## src/rtl/fir_pkg.sv

```systemverilog
// Shared types and constants for the I/Q sample path.
// Samp carries one complex sample as two signed 1.23 values, I in the upper half.
package fir_pkg;

   localparam int NUM_TAPS = 29;
   localparam int NUM_COEF = 15;

   typedef struct packed {
      logic signed [23:0] I;
      logic signed [23:0] Q;
   } Samp;

   typedef struct packed {
      logic signed [26:0] I;
      logic signed [26:0] Q;
   } Coef;

   // Full-precision product of a Samp component with a Coef component (24 + 27 bits)
   typedef struct packed {
      logic signed [50:0] I;
      logic signed [50:0] Q;
   } Partial_product;

endpackage

```

## src/rtl/fifo_mem.sv

```systemverilog
// Sample storage for the fifo: DEPTH entries, one synchronous write port and
// one asynchronous read port. Contents are deliberately not reset.
module fifo_mem
   import fir_pkg::*;
#(
   parameter int DEPTH = 8,
   parameter int AW    = $clog2(DEPTH)
) (
   input  logic          clk,
   input  logic          wr_en,
   input  logic [AW-1:0] wr_addr,
   input  Samp           wr_data,
   input  logic [AW-1:0] rd_addr,
   output Samp           rd_data
);

   Samp mem [DEPTH];

   // Write the incoming sample on the rising edge when the push was accepted
   always_ff @(posedge clk) begin
      if (wr_en) begin
         mem[wr_addr] <= wr_data;
      end
   end

   assign rd_data = mem[rd_addr];

endmodule

```

## src/rtl/fifo.sv

```systemverilog
// First-word-fall-through FIFO of I/Q samples.
// Pointers carry one extra wrap bit so full and empty are told apart without
// a counter. Optional sticky error output enabled by macro FIFO_ERR_EN.
module fifo
   import fir_pkg::*;
#(
   parameter int DEPTH = 8
) (
   input  logic        Clk,
   input  logic        Reset,
   input  logic        PushIn,
   input  logic [23:0] SampI,
   input  logic [23:0] SampQ,
   input  logic        fifo_PullOut,
   output Samp         fifo_samp,
   output logic        fifo_full,
   output logic        fifo_empty
`ifdef FIFO_ERR_EN
   ,
   output logic        fifo_err
`endif
);

   localparam int AW    = $clog2(DEPTH);
   localparam int PTR_W = AW + 1;
   localparam logic [PTR_W-1:0] PTR_ONE = PTR_W'(1);

   logic [PTR_W-1:0] wr_ptr;
   logic [PTR_W-1:0] rd_ptr;
   logic             push_ok;
   logic             pull_ok;
   Samp              wr_data;
   Samp              rd_data;

   assign fifo_empty = (wr_ptr == rd_ptr);
   assign fifo_full  = (wr_ptr[AW-1:0] == rd_ptr[AW-1:0]) && (wr_ptr[AW] != rd_ptr[AW]);

   // A pull frees a slot in the same cycle, so a full FIFO may still accept a push alongside it
   assign pull_ok = fifo_PullOut && !fifo_empty;
   assign push_ok = PushIn && (!fifo_full || pull_ok);

   assign wr_data.I = SampI;
   assign wr_data.Q = SampQ;

   // Output zeros when empty; there is no bypass from the write port
   assign fifo_samp = fifo_empty ? '0 : rd_data;

   fifo_mem #(
      .DEPTH (DEPTH),
      .AW    (AW)
   ) u_mem (
      .clk     (Clk),
      .wr_en   (push_ok),
      .wr_addr (wr_ptr[AW-1:0]),
      .wr_data (wr_data),
      .rd_addr (rd_ptr[AW-1:0]),
      .rd_data (rd_data)
   );

   // Advance the pointers on accepted transfers; reset drops every held entry
   always_ff @(posedge Clk or negedge Reset) begin
      if (!Reset) begin
         wr_ptr <= '0;
         rd_ptr <= '0;
      end else begin
         if (push_ok) begin
            wr_ptr <= wr_ptr + PTR_ONE;
         end
         if (pull_ok) begin
            rd_ptr <= rd_ptr + PTR_ONE;
         end
      end
   end

`ifdef FIFO_ERR_EN
   logic push_drop;
   logic pull_ignore;

   assign push_drop   = PushIn && !push_ok;
   assign pull_ignore = fifo_PullOut && fifo_empty;

   // Remember any dropped push or ignored pull until the next reset
   always_ff @(posedge Clk or negedge Reset) begin
      if (!Reset) begin
         fifo_err <= 1'b0;
      end else if (push_drop || pull_ignore) begin
         fifo_err <= 1'b1;
      end
   end
`endif

endmodule

```

## config.mk

```make
export PLATFORM = sky130hd
export DESIGN_NAME = fifo
export DESIGN_NICKNAME = d
export VERILOG_FILES = /design/src/rtl/fir_pkg.sv /design/src/rtl/fifo_mem.sv /design/src/rtl/fifo.sv
export SDC_FILE = /design/constraint.sdc
export NUM_CORES = 1
export LEC_CHECK = 0
export CORE_MARGIN = 1
export CORE_UTILIZATION = 24
export CTS_CLUSTER_DIAMETER = 80
export DETAILED_ROUTE_END_ITERATION = 8
export SLEW_MARGIN = 20
export SYNTH_ARGS = -nofsm -noshare
export SYNTH_HDL_FRONTEND = slang
export SYNTH_SLANG_ARGS = --single-unit
```

## constraint.sdc

```tcl
create_clock -name Clk -period 9.4 [get_ports Clk]
set_clock_uncertainty 0.2 [all_clocks]
set_input_delay 1.88 -clock Clk [delete_from_list [all_inputs] [get_ports Clk]]
set_output_delay 1.88 -clock Clk [all_outputs]
set_load 0.02 [all_outputs]
```

==> After elaboration in Yosys (flattened, before gate mapping) <==
Memories as Yosys holds them, arrays and structs flattened.
Index checks and enable logic that the tools add are counted.
{ "word_totals": {"regBits": 8, "wordCells": 17, "mem_count": 1, "in_bits": 52, "ramBits": 384} }
{ "memory_table": {"columns": ["memory", "words", "width", "read_ports", "rd_ports_with_merged_regs", "wr", "line", "text"], "rows": [
  ["u_mem.mem", 8, 48, 1, 0, 1, "fifo_mem.sv:17", "Samp mem [DEPTH];"]
]} }
{ "classes": {"n_eq_ne": 3, "mux": 3, "n_addsub": 2, "reduce_logical": 6} }
{ "ops": {"columns": ["operator", "count"], "rows": [
  ["$mux 48", 1],
  ["$add 4x1->4 const B", 2],
  ["$eq 4x4->1", 1],
  ["$eq 3x3->1", 1],
  ["$logic_and 1x1->1", 3],
  ["$logic_not 1->1", 2],
  ["$mux 1", 2],
  ["$logic_or 1x1->1", 1],
  ["$ne 1x1->1", 1]
]} }

==> Longest topological paths before layout <==
{ "logic_depth": {"word_depth": 7, "mapped_depth": 7} }

==> Hierarchy <==
From an unflattened synthesis, not the netlist that was laid out.
{ "unflattened": {"cells_unflattened": 662, "area_unflattened_um2": 15452.3} }
{ "modules_own_cells": {"columns": ["mod", "area_per_inst_um2", "cells_per_inst", "instances"], "rows": [
  ["fifo_mem", 14659.1, 568, 1],
  ["fifo", 793.3, 94, 1]
]} }

==> Worst setup path before layout <==
No wires, ideal clock.
{ "synth_timing": {"path_type": "input-to-reg", "from": "input port fifo_PullOut", "to": "memory u_mem.mem[3][0] (netlist bit) (enable)", "t_arrival_ns": 7.181, "stages": 3, "t_required_ns": 8.610, "path_buffers": 1, "path_slack_ns": 1.429, "setup_ns": 0.590, "cell_sequence": "buf_2 nor3_1 nor4b_1"} }
{ "synth_between": {"elab_chain_len": 5} }
{ "synth_rtl": {"columns": ["element", "line", "text"], "rows": [
  ["from (decl)", "fifo.sv:14", "input logic fifo_PullOut,"],
  ["$logic_and 1x1->1", "fifo.sv:39", "assign pull_ok = fifo_PullOut && !fifo_empty;"],
  ["$logic_or 1x1->1", "fifo.sv:40", "assign push_ok = PushIn && (!fifo_full || pull_ok);"],
  ["$logic_and 1x1->1", "fifo.sv:40", null],
  ["$mux 1", "fifo_mem.sv:21", "if (wr_en) begin"],
  ["$mux 1 (implied by the code)", "fifo_mem.sv:22", "mem[wr_addr] <= wr_data;"],
  ["to (decl)", "fifo_mem.sv:17", null]
]} }
Every way passes these cells.

==> flow_metrics.env <==
export IMPL_outcome="finished, final reports clean"
export IMPL_ir_drop_mv=0.2854
export IMPL_tightest_slew_ps=1034
export IMPL_timing_final_crit_period_ps=5898
export IMPL_synth_seq_cells=392
export IMPL_num_nets_final=847
export IMPL_cts_setup_buffers=0
export IMPL_overflow=0
export IMPL_relSlewSlack=0.3107
export IMPL_yosys_top_cells_count="384 x edfxtp_1, 96 x mux4_2, 53 x nor2_1"
export IMPL_r2r_cells=5
export IMPL_drt_initial_drc_count=444
export IMPL_io_buffers=101
export IMPL_max_cap_violations=0
export IMPL_path_max_fanout=46
export IMPL_drive_above_1_share=0.2364
export IMPL_drt_pass1_iter_count=4
export IMPL_cts_tree="done"
export IMPL_hold_viol=0
export IMPL_die_height_um=252.9
export IMPL_root_buffer="clkbuf_16"
export IMPL_fmax_mhz=169.6
export IMPL_p_leak_nw=5.871
export IMPL_cp_required_ps=7320
export IMPL_grt_pass1_wl_um=48600
export IMPL_drc=0
export IMPL_setup_tns_ps=0
export IMPL_fillers=6028
export IMPL_via_per_inst=4.135
export IMPL_yosysTopAreaCell="edfxtp_1"
export IMPL_grt_setup_unrepaired="false"
export IMPL_grt_pass1_vias=7280
export IMPL_ys_async_sr_fraction=0.02041
export IMPL_ios=102
export IMPL_cts_made_buffers=42
export IMPL_drtAntennaViolNets=0
export IMPL_rows=91
export IMPL_synth_edf_count=384
export IMPL_fp_dieW_um=252.9
export IMPL_critPathKind="register to primary output"
export IMPL_dp_hpwl_um=18340
export IMPL_via_count=6877
export IMPL_numClockSinks=392
export IMPL_power_density_mw_per_mm2=335.2
export IMPL_fin_crit_sh=0.6274
export IMPL_ctsHoldBuffers=0
export IMPL_grt_max_degree=56
export IMPL_ys_seq_area_frac=0.7766
export IMPL_yosysWarnings=0
export IMPL_antenna_found_initial=3
export IMPL_clockBufferDepth=3
export IMPL_synth_top_area_frac=0.7634
export IMPL_clock_latency_ps=540
export IMPL_cts_repair_resized=0
export IMPL_arrival_ps=3820
export IMPL_grtUsageTotal=0.1050
export IMPL_power_total_w=0.006213
export IMPL_min_path_type="register to register"
export IMPL_critPathLaunchType="register"
export IMPL_start_util=0.2439
export IMPL_setup_viol=0
export IMPL_final_max_slew_viol_count=0
export IMPL_netlist_instances=667
export IMPL_synth_cell_type_count=33
export IMPL_gp_congestion=0.6610
export IMPL_endpoint_kind="primary output"
export IMPL_whs_path_depth=2
export IMPL_htreeDepth=2
export IMPL_wl_per_cell_um=19.97
export IMPL_fp_coreArea_mm2=0.06194
export IMPL_die_area_mm2=0.06395
export IMPL_synth_most_common_cell="edfxtp_1"
export IMPL_synth_nets=721
export IMPL_avgSynthCellArea_um2=22.65
export IMPL_synthesis_area_mm2=0.01511
export IMPL_synthFlopType="edfxtp_1"
export IMPL_clk_pin_slew_ps=60
export IMPL_wirelength_um=33210
export IMPL_synthTopCellsByArea="edfxtp_1 76%, mux4_2 14%, mux2i_1 3.2%"
export IMPL_areaGrowthSynthToFinish_pct=22.73
## worst max-delay path, stage by stage, from the launching register on
cell,delay [ps]
dfrtp_4,1110
buf_4,620
mux4_2,570
mux2i_1,300
nor2_1,80
clkdlybuf4s50_1,570
## power breakdown
part | switching (W) | internal, W | leakage [nW]
logic | 0.00113 | 0.00102 | 1.61
registers | 0.000207 | 0.00221 | 3.58
clock network | 0.000657 | 0.000994 | 0.677
total | 0.00199 | 0.00422 | 5.87
## metal layers
layer | share of wire | track usage | up-vias
li1 | - | - | 3034
met1 | 0.45 | 0.1393 | 3649
met2 | 0.48 | 0.1717 | 138
met3 | 0.051 | 0.02467 | 52
met4 | 0.019 | 0.02805 | 4
met5 | 0.00093 | 0 | -
## state kept, by name, indices dropped and copies added, names as in the netlist
name and count:
rd_ptr 4, u_mem.mem 384, wr_ptr 4
## through the flow
| stage | setup WS (ps) | util | cells | hold slack [ps] | instance area (um^2) |
|---|---|---|---|---|---|
| 2_1_floorplan | 1429 | - | 667 | 340.9 | 15110 |
| 4_1_cts | 3227 | 0.2993 | 1662 | 390.2 | 18540 |
| 3_5_place_dp | 3847 | 0.2769 | 1586 | 375.3 | 17150 |
| 5_1_grt | 3088 | 0.2993 | 1662 | 433.9 | 18540 |
| 3_3_place_gp | 3813 | 0.2769 | 1586 | 363.7 | 17150 |
| 6_report | 3502 | 0.2993 | 1663 | 388.7 | 18540 |
## cell families (layout without fill, tap and decap cells)
| group | count (synthesis) | in the layout | synth area share |
|---|---|---|---|
| flip-flops | 392 | 392 | 0.7766 |
| multiplexers | 146 | 146 | 0.1767 |
| AND/OR/NAND/NOR | 75 | 75 | 0.02203 |
| buffers and inverters | 39 | 197 | 0.01458 |
| XOR/XNOR | 8 | 8 | 0.005632 |
| AO/OA/AOI/OAI | 5 | 5 | 0.002816 |
| adder cells (fa/ha/maj) | 2 | 2 | 0.001656 |
| other | 0 | 1 | 0 |
## cell usage in the layout, fill, tap and decap left out, types with 3 or more instances in the layout
cell and n:
nor2_1 52, dfrtp_1 5, clkinv_2 6, clkdlybuf4s50_1 101, edfxtp_1 384, clkbuf_16 43, xnor2_1 5, bufinv_16 5
nand2_1 6, nor4_2 3, buf_4 19, clkbuf_1 9, dfrtp_4 3, mux2i_1 48, clkinv_1 6, mux4_2 96
nor3_2 3
## area by class of cell
class                           instances  area (um^2)  share of cell area
Multi-Input combinational cell        236         3204              0.1728
Clock buffer                           54         1137             0.06135
Tap cell                              837         1047             0.05649
Sequential cell                       392        11740              0.6334
Clock inverter                         22        247.7             0.01336
Antenna cell                            1        2.502           0.0001350
Timing Repair Buffer                  120         1154             0.06223
Inverter                                1        3.754           0.0002025
## final timing paths
kind / start / end / slack (ps)
hold / removal: wr_ptr[3] / wr_ptr[3] / 390
hold reg to reg: wr_ptr[3] / wr_ptr[3] / 390
min in group asynchronous: Reset / rd_ptr[2] / 1430
max in group asynchronous: Reset / rd_ptr[1] / 7260
setup reg to reg: rd_ptr[0] / u_mem.mem[7][14] / 5720
setup / recovery: rd_ptr[0] / fifo_samp[12] / 3500
No activity file was read; power rests on OpenSTA's default activity.
